## src/rtl/mmio_pkg.sv

```systemverilog
// Shared constants for the memory-mapped UART transmitter.
//   TX_DATA_ADDR / STATUS_ADDR : word addresses decoded on the MEM-stage data bus
//   STAT_*                     : bit positions inside the status word
//   tx_state_t                 : serialiser states
package mmio_pkg;

   localparam int unsigned TX_DATA_ADDR = 32'h0000_7FF0;
   localparam int unsigned STATUS_ADDR  = 32'h0000_7FF1;

   localparam int unsigned STAT_FULL_BIT  = 0;
   localparam int unsigned STAT_EMPTY_BIT = 1;
   localparam int unsigned STAT_BUSY_BIT  = 2;
   localparam int unsigned STAT_OVF_BIT   = 3;
   localparam int unsigned STAT_COUNT_LSB = 8;
   localparam int unsigned STAT_COUNT_W   = 8;

   typedef enum logic [1:0] {
      IDLE  = 2'd0,
      START = 2'd1,
      DATA  = 2'd2,
      STOP  = 2'd3
   } tx_state_t;

endpackage

```

## src/rtl/mmio_uart_tx_if.sv

```systemverilog
// MEM-stage data-bus bundle shared with RAM.
//   address    : data address
//   write_data : store data (rs2)
//   wren       : one-cycle store strobe
//   read_data  : registered load data, one cycle after the address
interface mmio_uart_tx_if #(
   parameter int unsigned ADDR_WIDTH = 15
);
   logic [ADDR_WIDTH-1:0] address;
   logic [31:0]           write_data;
   logic                  wren;
   logic [31:0]           read_data;

   modport master (output address, output write_data, output wren, input read_data);
   modport slave  (input address, input write_data, input wren, output read_data);
endinterface

```

## src/rtl/sync_fifo.sv

```systemverilog
// Single-clock FIFO with first-word-fall-through output.
//   clk, reset : clock, synchronous active-high reset
//   push, din  : write strobe and data (ignored when full unless popping)
//   pop, dout  : read strobe and head-of-queue data
//   full, empty, count : occupancy
module sync_fifo #(
   parameter int unsigned WIDTH = 8,
   parameter int unsigned DEPTH = 16
) (
   input  logic                     clk,
   input  logic                     reset,
   input  logic                     push,
   input  logic                     pop,
   input  logic [WIDTH-1:0]         din,
   output logic [WIDTH-1:0]         dout,
   output logic                     full,
   output logic                     empty,
   output logic [$clog2(DEPTH):0]   count
);
   localparam int unsigned PTR_W = $clog2(DEPTH);
   localparam int unsigned CNT_W = PTR_W + 1;

   logic [WIDTH-1:0] mem_q [DEPTH];
   logic [PTR_W-1:0] wr_ptr_q, wr_ptr_d;
   logic [PTR_W-1:0] rd_ptr_q, rd_ptr_d;
   logic [CNT_W-1:0] count_q, count_d;
   logic             do_push_c, do_pop_c;

   assign full  = (count_q == CNT_W'(DEPTH));
   assign empty = (count_q == '0);
   assign count = count_q;
   assign dout  = mem_q[rd_ptr_q];

   // A push into a full FIFO is accepted only when a pop frees the slot in the same cycle.
   assign do_pop_c  = pop & ~empty;
   assign do_push_c = push & (~full | do_pop_c);

   // Pointer/count next state; pointers wrap naturally since DEPTH is a power of two.
   always_comb begin
      wr_ptr_d = wr_ptr_q;
      rd_ptr_d = rd_ptr_q;
      count_d  = count_q;
      if (do_push_c) wr_ptr_d = wr_ptr_q + 1'b1;
      if (do_pop_c)  rd_ptr_d = rd_ptr_q + 1'b1;
      case ({do_push_c, do_pop_c})
         2'b10:   count_d = count_q + 1'b1;
         2'b01:   count_d = count_q - 1'b1;
         default: count_d = count_q;
      endcase
   end

   always_ff @(posedge clk) begin
      if (reset) begin
         wr_ptr_q <= '0;
         rd_ptr_q <= '0;
         count_q  <= '0;
      end else begin
         wr_ptr_q <= wr_ptr_d;
         rd_ptr_q <= rd_ptr_d;
         count_q  <= count_d;
      end
   end

   // Storage needs no reset; the pointers define what is valid.
   always_ff @(posedge clk) begin
      if (do_push_c) mem_q[wr_ptr_q] <= din;
   end

endmodule

```

## src/rtl/mmio_uart_tx.sv

```systemverilog
// Memory-mapped UART transmitter on the MEM-stage data bus.
//   clk, reset : clock, synchronous active-high reset
//   bus        : slave side of the data bus (address, write_data, wren, read_data)
//   txd        : 8N1 serial output, idle high
//   tx_busy    : high while a frame is on the line
module mmio_uart_tx
   import mmio_pkg::*;
#(
   parameter int unsigned CLK_PER_BIT = 868,
   parameter int unsigned FIFO_DEPTH  = 16,
   parameter int unsigned ADDR_WIDTH  = 15
) (
   input  logic                 clk,
   input  logic                 reset,
   mmio_uart_tx_if.slave        bus,
   output logic                 txd,
   output logic                 tx_busy
);
   localparam int unsigned BAUD_W = $clog2(CLK_PER_BIT);
   localparam int unsigned CNT_W  = $clog2(FIFO_DEPTH) + 1;
   localparam logic [BAUD_W-1:0]     BAUD_LAST = BAUD_W'(CLK_PER_BIT - 1);
   localparam logic [ADDR_WIDTH-1:0] TX_ADDR   = ADDR_WIDTH'(TX_DATA_ADDR);
   localparam logic [ADDR_WIDTH-1:0] ST_ADDR   = ADDR_WIDTH'(STATUS_ADDR);

   tx_state_t         state_q, state_d;
   logic [BAUD_W-1:0] baud_q, baud_d;
   logic [2:0]        bit_q, bit_d;
   logic [7:0]        shift_q, shift_d;
   logic              txd_q, txd_d;
   logic              busy_q, busy_d;
   logic              ovf_q, ovf_d;
   logic [31:0]       read_data_q, read_data_d;

   logic              sel_tx_c, sel_st_c, store_tx_c, store_st_c;
   logic              baud_end_c, pop_c, push_c;
   logic              fifo_full, fifo_empty;
   logic [7:0]        fifo_dout;
   logic [CNT_W-1:0]  fifo_count;
   logic [31:0]       status_c;
   logic              unused_wdata_c;

   assign sel_tx_c   = (bus.address == TX_ADDR);
   assign sel_st_c   = (bus.address == ST_ADDR);
   assign store_tx_c = bus.wren & sel_tx_c;
   assign store_st_c = bus.wren & sel_st_c;
   assign push_c     = store_tx_c;
   assign unused_wdata_c = ^bus.write_data[31:8];

   sync_fifo #(
      .WIDTH (8),
      .DEPTH (FIFO_DEPTH)
   ) u_fifo (
      .clk   (clk),
      .reset (reset),
      .push  (push_c),
      .pop   (pop_c),
      .din   (bus.write_data[7:0]),
      .dout  (fifo_dout),
      .full  (fifo_full),
      .empty (fifo_empty),
      .count (fifo_count)
   );

   // Serialiser next state: start/data/stop bits, popping the next byte as each frame ends.
   always_comb begin
      state_d    = state_q;
      bit_d      = bit_q;
      shift_d    = shift_q;
      baud_d     = baud_q;
      pop_c      = 1'b0;
      txd_d      = 1'b1;
      baud_end_c = (baud_q == BAUD_LAST);

      case (state_q)
         IDLE: begin
            if (!fifo_empty) begin
               pop_c   = 1'b1;
               shift_d = fifo_dout;
               state_d = START;
            end
         end
         START: begin
            if (baud_end_c) begin
               state_d = DATA;
               bit_d   = 3'd0;
            end
         end
         DATA: begin
            if (baud_end_c) begin
               if (bit_q == 3'd7) begin
                  state_d = STOP;
               end else begin
                  bit_d   = bit_q + 3'd1;
                  shift_d = {1'b0, shift_q[7:1]};
               end
            end
         end
         STOP: begin
            if (baud_end_c) begin
               if (!fifo_empty) begin
                  pop_c   = 1'b1;
                  shift_d = fifo_dout;
                  state_d = START;
               end else begin
                  state_d = IDLE;
               end
            end
         end
         default: state_d = IDLE;
      endcase

      // Restart the bit timer on every state change and at each data-bit boundary.
      if (state_q == IDLE || state_d != state_q || baud_end_c) baud_d = '0;
      else                                                     baud_d = baud_q + 1'b1;

      case (state_d)
         START:   txd_d = 1'b0;
         DATA:    txd_d = shift_d[0];
         default: txd_d = 1'b1;
      endcase
      busy_d = (state_d != IDLE);
   end

   // Sticky overflow: a store that finds the FIFO full with no pop in the same cycle is lost.
   always_comb begin
      ovf_d = ovf_q;
      if (store_tx_c && fifo_full && !pop_c)                   ovf_d = 1'b1;
      else if (store_st_c && bus.write_data[STAT_OVF_BIT])     ovf_d = 1'b0;
   end

   // Load data is built from pre-update state, matching RAM's one-cycle latency.
   always_comb begin
      status_c                                     = '0;
      status_c[STAT_FULL_BIT]                      = fifo_full;
      status_c[STAT_EMPTY_BIT]                     = fifo_empty;
      status_c[STAT_BUSY_BIT]                      = busy_q;
      status_c[STAT_OVF_BIT]                       = ovf_q;
      status_c[STAT_COUNT_LSB +: STAT_COUNT_W]     = STAT_COUNT_W'(fifo_count);
      read_data_d = sel_st_c ? status_c : 32'd0;
   end

   always_ff @(posedge clk) begin
      if (reset) begin
         state_q     <= IDLE;
         baud_q      <= '0;
         bit_q       <= '0;
         shift_q     <= '0;
         txd_q       <= 1'b1;
         busy_q      <= 1'b0;
         ovf_q       <= 1'b0;
         read_data_q <= '0;
      end else begin
         state_q     <= state_d;
         baud_q      <= baud_d;
         bit_q       <= bit_d;
         shift_q     <= shift_d;
         txd_q       <= txd_d;
         busy_q      <= busy_d;
         ovf_q       <= ovf_d;
         read_data_q <= read_data_d;
      end
   end

   assign txd           = txd_q;
   assign tx_busy       = busy_q;
   assign bus.read_data = read_data_q;

endmodule

```

## src/flat_wrapper.sv

```systemverilog
// flat-port wrapper written by rule: the top's interface ports become plain ports
module mmio_uart_tx_flat import mmio_pkg::*;
#(
   parameter int unsigned CLK_PER_BIT = 868,
   parameter int unsigned FIFO_DEPTH  = 16,
   parameter int unsigned ADDR_WIDTH  = 15
)
  (clk, reset, txd, tx_busy, bus_address, bus_write_data, bus_wren, bus_read_data);
  mmio_uart_tx_if #(.ADDR_WIDTH(ADDR_WIDTH)) bus_i ();
  input  logic clk;
  input  logic reset;
  output logic txd;
  output logic tx_busy;
  input wire logic [$bits(bus_i.address)-1:0] bus_address;
  input wire logic [$bits(bus_i.write_data)-1:0] bus_write_data;
  input wire logic [$bits(bus_i.wren)-1:0] bus_wren;
  output wire logic [$bits(bus_i.read_data)-1:0] bus_read_data;
  assign bus_i.address = bus_address;
  assign bus_i.write_data = bus_write_data;
  assign bus_i.wren = bus_wren;
  assign bus_read_data = bus_i.read_data;
  mmio_uart_tx #(.CLK_PER_BIT(CLK_PER_BIT), .FIFO_DEPTH(FIFO_DEPTH), .ADDR_WIDTH(ADDR_WIDTH)) u_core (.clk(clk), .reset(reset), .bus(bus_i), .txd(txd), .tx_busy(tx_busy));
endmodule
```

## config.mk

```make
export PLATFORM = sky130hd
export DESIGN_NAME = mmio_uart_tx_flat
export DESIGN_NICKNAME = d
export VERILOG_FILES = /design/src/rtl/mmio_pkg.sv /design/src/rtl/mmio_uart_tx_if.sv /design/src/rtl/sync_fifo.sv /design/src/rtl/mmio_uart_tx.sv /design/src/flat_wrapper.sv
export SDC_FILE = /design/constraint.sdc
export NUM_CORES = 1
export LEC_CHECK = 0
export CORE_UTILIZATION = 45
export DETAILED_ROUTE_END_ITERATION = 8
export GPL_TIMING_DRIVEN = 0
export PLACE_DENSITY = 0.71
export SLEW_MARGIN = 20
export SYNTH_ARGS = -nofsm -noshare
export SYNTH_HDL_FRONTEND = slang
export SYNTH_SLANG_ARGS = --single-unit
export TNS_END_PERCENT = 5
```

## constraint.sdc

```tcl
create_clock -name clk -period 4.9 [get_ports clk]
set_input_delay 0.735 -clock clk [delete_from_list [all_inputs] [get_ports clk]]
set_output_delay 0.735 -clock clk [all_outputs]
set_load 0.005 [all_outputs]
```

# [Word level (Yosys, flattened, before mapping)]
# Memories as Yosys holds them, arrays and structs flattened. A register that Yosys moved wholly into a read port is not among the register bits.
# Index checks and enable logic that the tools add are counted.
# W data, S select, Z words.
[totals] regBits=71 mem_bits_rw=128 n_memories=1
[op_classes] addsub=6 n_eq_ne=17 muxes=27 bitwise=8 n_reduce_logical=17
[memory_table] name="u_core.u_fifo.mem_q" depth=16 width=8 read_ports=1 rd_clocked_by_memory_dff=1 write_ports=1 line="sync_fifo.sv:23" text="logic [WIDTH-1:0] mem_q [DEPTH];"
[ops] cell="$mux W8" count=4
[ops] cell="$eq A15 B15 Y1 const B" count=2
[ops] cell="$pmux W8 S3" count=1
[ops] cell="$add A10 B1 Y10 const B" count=1
[ops] cell="$eq A10 B10 Y1 const B" count=1
[ops] cell="$mux W2" count=5
[ops] cell="$pmux W5 S2" count=1
[ops] cell="$mux W3" count=3
[ops] cell="$add A4 B1 Y4 const B" count=2
[ops] cell="$eq A2 B2 Y1 const B" count=4
[ops] cell="$mux W4" count=2
[ops] cell="$pmux W2 S4" count=1
[ops] cell="$reduce_and A4 Y1" count=2
[ops] cell="$reduce_bool A2 Y1" count=4
[ops] cell="$mux W1" count=7
[ops] cell="$eq A2 B1 Y1 const B" count=3
[ops] cell="$ne A2 B1 Y1 const B" count=3
[ops] cell="$pmux W3 S2" count=1
[ops] cell="$add A5 B1 Y5 const B" count=1
[ops] cell="$eq A5 B5 Y1 const B" count=1
[ops] cell="$logic_not A5 Y1" count=1
[ops] cell="$sub A5 B1 Y5 const B" count=1
[ops] cell="$and A1 B1 Y1" count=4
[ops] cell="$pmux W1 S2" count=2
[ops] cell="12 further kinds" count=18

# [Longest topological paths before layout]
[depth] depth_word=9 ltp_mapped=12 depth_no_buf=12

# [Cells and area by module]
# From an unflattened synthesis, not the netlist that was laid out.
[hier_totals] cells_unflattened=556 area_unflattened_um2=7830.0
[by_module_without_submodules] module="sync_fifo" instances=1 cells_each=326 area_each_um2=5858.1
[by_module_without_submodules] module="mmio_uart_tx" instances=1 cells_each=230 area_each_um2=1971.9

# [Worst setup path before layout]
# No wires, ideal clock.
[synth_path] path_kind="input -> register" from="input port bus_address[1]" to="register u_core.u_fifo.count_q[4], in the netlist u_core.u_fifo.count[4]" setup_time_ns=0.134 t_arrival_ns=3.711 required_ns=4.766 setup_slack_ns=1.055 path_stages=11 n_path_buf=0 path_cell_list="or4b_4 -> nor4_4 -> nand2_1 -> nand2_1 -> inv_1 -> ha_1 -> nor2b_1 -> o21ai_0 -> a2111oi_0 -> a311o_1 -> or4_1"
[synth_via] elab_chain_cells=5 word_cells_on_any_way=7 cone_classes="3 x eq/ne; 1 x mux; 2 x bitwise; 1 x reduce/logical"
[synth_rtl] item="from (decl)" line="flat_wrapper.sv:14" text="input wire logic [$bits(bus_i.address)-1:0] bus_address;"
[synth_rtl] item="$eq A15 B15 Y1 (*)" line="mmio_uart_tx.sv:42" text="assign sel_tx_c = (bus.address == TX_ADDR);"
[synth_rtl] item="$and A1 B1 Y1 (*)" line="mmio_uart_tx.sv:44" text="assign store_tx_c = bus.wren & sel_tx_c;"
[synth_rtl] item="$and A1 B1 Y1 (*)" line="sync_fifo.sv:36" text="assign do_push_c = push & (~full | do_pop_c);"
[synth_rtl] item="$eq A2 B1 Y1 / $eq A2 B2 Y1 (equally long branches)" line="sync_fifo.sv:45" text="case ({do_push_c, do_pop_c})"
[synth_rtl] item="$pmux W5 S2 / $reduce_bool A2 Y1 (equally long branches)"
[synth_rtl] item="to (signal assigned)" line="sync_fifo.sv:60" text="count_q <= count_d;"
[synth_rtl] item="to (decl)" line="sync_fifo.sv:26" text="logic [CNT_W-1:0] count_q, count_d;"
# Mark *: on every way between the ends. The rest lies on a longest branch, timed or not.
# A chain may end at the register's enable or synchronous reset.

# [Worst setup path after layout]
[layout_path] from="register u_core.state_q[1]" to="register u_core.u_fifo.count_q[4], in the netlist u_core.u_fifo.count[4]"
[layout_via] elab_chain_cells=7 word_cells_on_any_way=10 cone_classes="3 x eq/ne; 2 x mux; 3 x bitwise; 2 x reduce/logical"
[layout_rtl] item="from (decl)" line="mmio_uart_tx.sv:25" text="tx_state_t state_q, state_d;"
[layout_rtl] item="from (signal assigned)" line="mmio_uart_tx.sv:153" text="state_q <= state_d;"
[layout_rtl] item="$eq A2 B2 Y1 / $logic_not A2 Y1 (equally long branches)" line="mmio_uart_tx.sv:74" text="case (state_q)"
[layout_rtl] item="$pmux W1 S2 (*)" line="mmio_uart_tx.sv:74"
[layout_rtl] item="$and A1 B1 Y1 (*)" line="sync_fifo.sv:35" text="assign do_pop_c = pop & ~empty;"
[layout_rtl] item="$or A1 B1 Y1" line="sync_fifo.sv:36"
[layout_rtl] item="$and A1 B1 Y1" line="sync_fifo.sv:36"
[layout_rtl] item="$eq A2 B1 Y1 / $eq A2 B2 Y1 (equally long branches)" line="sync_fifo.sv:45"
[layout_rtl] item="$pmux W5 S2 / $reduce_bool A2 Y1 (equally long branches)"
# Marked as above.

==> impl_metrics.env <==
export IMPL_status="completed"
export IMPL_synth_seq_area_share=0.624
export IMPL_mostFrequentLayoutCell="edfxtp_1"
export IMPL_min_path_type="register to register"
export IMPL_critical_path_slowest_cell="nor3_1"
export IMPL_max_freq_ghz=0.221
export IMPL_place_hpwl_um=11100
export IMPL_cap_violations=0
export IMPL_end_kind="register"
export IMPL_final_cell_mix="edfxtp_1 (128), dfxtp_1 (52), nor2_1 (35), clkdlybuf4s50_1 (35), mux4_2 (34)"
export IMPL_dieWidth_um=134
export IMPL_share_seq_of_total_power=0.445
export IMPL_nFillCells=1409
export IMPL_num_rows=47
export IMPL_arrival_ns=4.82
export IMPL_path_delay_family="simple AND/OR/NAND/NOR gates"
export IMPL_p_clk_frac=0.321
export IMPL_crit_required_ns=5.20
export IMPL_worst_slack_ns=0.374
export IMPL_power_density_nw_per_um2=423
export IMPL_cpMostUsedCell="ha_1"
export IMPL_pin_count=84
export IMPL_cts_setup_buffers=0
export IMPL_place_area_sq_um=8600
export IMPL_first_global_vias=4726
export IMPL_overflow=0
export IMPL_clk_pin_slew_ns=0.06
export IMPL_combinationalPowerShare=0.234
export IMPL_synthFlopType="edfxtp_1"
export IMPL_layout_drive_gt1_share=0.168
export IMPL_ys_ff_latch=180
export IMPL_drt_pass1_iterations=5
export IMPL_numCtsBuffers=17
export IMPL_start_util=0.466
export IMPL_place_gp_congestion=0.854
export IMPL_p_leak_nw=3.05
export IMPL_htree_levels=4
export IMPL_nets=691
export IMPL_avgRoutedWirePerCell_um=19.3
export IMPL_core_sq_um=16800
export IMPL_multi_input_area_sq_um=2730
export IMPL_via_count=4845
export IMPL_hold_viol=0
export IMPL_fin_crit_sh=0.924
export IMPL_clock_skew_ns=0.0112
export IMPL_rr_startpoint="u_core.state_q[1]"
export IMPL_antenna_found_initial=0
export IMPL_p_int_mw=2.69
export IMPL_async_reset_ff_frac=0
export IMPL_synth_cells=544
export IMPL_pre_cts_ws_ns=0.247
export IMPL_max_vdd_ir_drop_mv=0.494
export IMPL_synth_edf_count=128
export IMPL_post_route_util=0.543
export IMPL_drt_initial_drc_count=393
export IMPL_drtAntennaViolNets=0
export IMPL_die_h_um=134
export IMPL_netlist_area_sq_um=7830
export IMPL_grt_pass1_wl_um=25800
export IMPL_crit_fanout=9
export IMPL_p_total_mw=3.87
export IMPL_n_antenna_cell=0
export IMPL_finalCriticalPeriod_ns=4.53
export IMPL_cts_max_path_buffers=2
export IMPL_startpoint="u_core.state_q[1]"
export IMPL_grt_max_degree=18
export IMPL_crit_type="register to register"
export IMPL_ctsResizeCount=0
export IMPL_min_delay_start="u_core.bit_q[2]"
export IMPL_route_detailed_drc=0
export IMPL_crit_buf_inv=1
export IMPL_cts_tree="done"
export IMPL_drt_wl_total_um=16500
export IMPL_yosysUniqueCellTypes=66
export IMPL_cpPeakStageDelay_ns=0.63
export IMPL_ctsHoldBuffers=0
export IMPL_root_buffer="clkbuf_16"
export IMPL_io_buffers=35
export IMPL_slew_violations=0
export IMPL_area_growth_synth_to_final_pct=16.6
export IMPL_cts_sinks=180
export IMPL_tightest_slew_ns=1.11
export IMPL_fin_area_sq_um=9130
export IMPL_dieArea_sq_um=17900
export IMPL_grt_usage=0.196
export IMPL_switching_share=0.304
export IMPL_yosys_warnings=0
export IMPL_cp_cell_sequence="ha_1, nor4bb_1, a31oi_1, nor3_1, nand2_1, inv_1, ha_1, nor2b_1, o21ai_0, a2111oi_0, a311o_1, or4_1"
export IMPL_rsz0062_at_grt="no"
export IMPL_relSlewSlack=0.256
export IMPL_setup_viol=0
export IMPL_clock_latency_ns=0.43
export IMPL_worst_setup_path_start_kind="register"
export IMPL_fin_setup_tns_ns=0
export IMPL_p_switching_mw=1.18
export IMPL_postSynthAreaPerCell_sq_um=14.4
export IMPL_vias_per_cell=5.65
export IMPL_register_area_sq_um=4880
==> synth_stat cells (5+ instances only) <==
master / number / area share
edfxtp_1: 128 / 0.49
or3_1: 5 / 0.0040
nand2_1: 20 / 0.0096
mux2i_1: 12 / 0.015
and2_1: 8 / 0.0064
xor2_1: 7 / 0.0078
nand3_1: 14 / 0.0089
nor2b_1: 11 / 0.0088
nor2_1: 37 / 0.018
clkbuf_1: 17 / 0.0081
buf_4: 24 / 0.023
a21oi_1: 12 / 0.0077
o32ai_1: 5 / 0.0056
dfxtp_1: 52 / 0.13
o2bb2ai_1: 6 / 0.0067
a22oi_1: 7 / 0.0067
inv_1: 16 / 0.0077
ha_1: 16 / 0.026
mux4_2: 34 / 0.098
xnor2_1: 5 / 0.0056
o21ai_0: 7 / 0.0045
nand4_1: 9 / 0.0072
nor3_1: 10 / 0.0064
a211oi_1: 7 / 0.0067
==> kinds of logic after synthesis <==
group / Yosys count / synth area share
xor gates and xnor gates: 12 / 0.0134
buffers and inverters: 63 / 0.0420
AOI/OAI and AO/OA: 81 / 0.0776
adders and majority gates: 17 / 0.0281
and+or+nand+nor: 142 / 0.0989
muxes: 48 / 0.116
other: 1 / 0.000479
DFF: 180 / 0.624
==> final timing paths <==
kind,cells past startpoint,slack [ns],to
max reg2reg,12,0.37,u_core.u_fifo.count[4]
min,2,0.47,u_core.bit_q[2]
max,12,0.37,u_core.u_fifo.count[4]
min reg2reg,2,0.47,u_core.bit_q[2]
==> registers in the layout, indices dropped and copies added (netlist names), named ones only <==
| register | cells |
|---|---|
| u_core.baud_q | 10 |
| u_core.bit_q | 3 |
| u_core.bus.read_data | 9 |
| u_core.ovf_q | 1 |
| u_core.shift_q | 8 |
| u_core.state_q | 2 |
| u_core.tx_busy | 1 |
| u_core.txd | 1 |
| u_core.u_fifo.count | 5 |
| u_core.u_fifo.mem_q | 128 |
| u_core.u_fifo.rd_ptr_q | 4 |
| u_core.u_fifo.wr_ptr_q | 4 |
==> power groups by stage <==
stage	clock network, mW	logic (mW)	registers (mW)
finish	1.24	0.906	1.72
global route	1.32	0.977	1.73
CTS	1.26	0.892	1.72
detailed placement	0	0.885	1.75
global placement	0	0.858	1.75
floorplan	0	0.642	1.74
==> through the flow <==
stage | hold slack, ns | std cells
6_report | 0.465 | 857
5_1_grt | 0.497 | 857
2_1_floorplan | 0.426 | 566
3_5_place_dp | 0.454 | 825
4_1_cts | 0.466 | 857
3_3_place_gp | 0.436 | 821
==> layout make-up <==
cell class                      count  area share
Buffer                             47      0.0295
Tap cell                          220      0.0301
Timing Repair Buffer               39      0.0416
Clock inverter                     13      0.0107
Inverter                           16     0.00658
Clock buffer                       19      0.0474
Sequential cell                   180       0.535
Multi-Input combinational cell    323       0.299
==> layer usage <==
layer  vias to the layer above  wire [um]  track usage
li1                       2237          -            -
met1                      2390       7030        0.249
met2                       180       7980        0.314
met3                        38        899       0.0450
met4                         0        609       0.0985
met5                         -          0            0
==> worst min-delay path, delay by kind of cell (launching register included) <==
kind / cells / cell delay, ns
flip-flops: 1 / 0.32
AND/OR/NAND/NOR: 1 / 0.05
AO/OA/AOI/OAI: 1 / 0.05
Power figures use the tool's default switching activity.
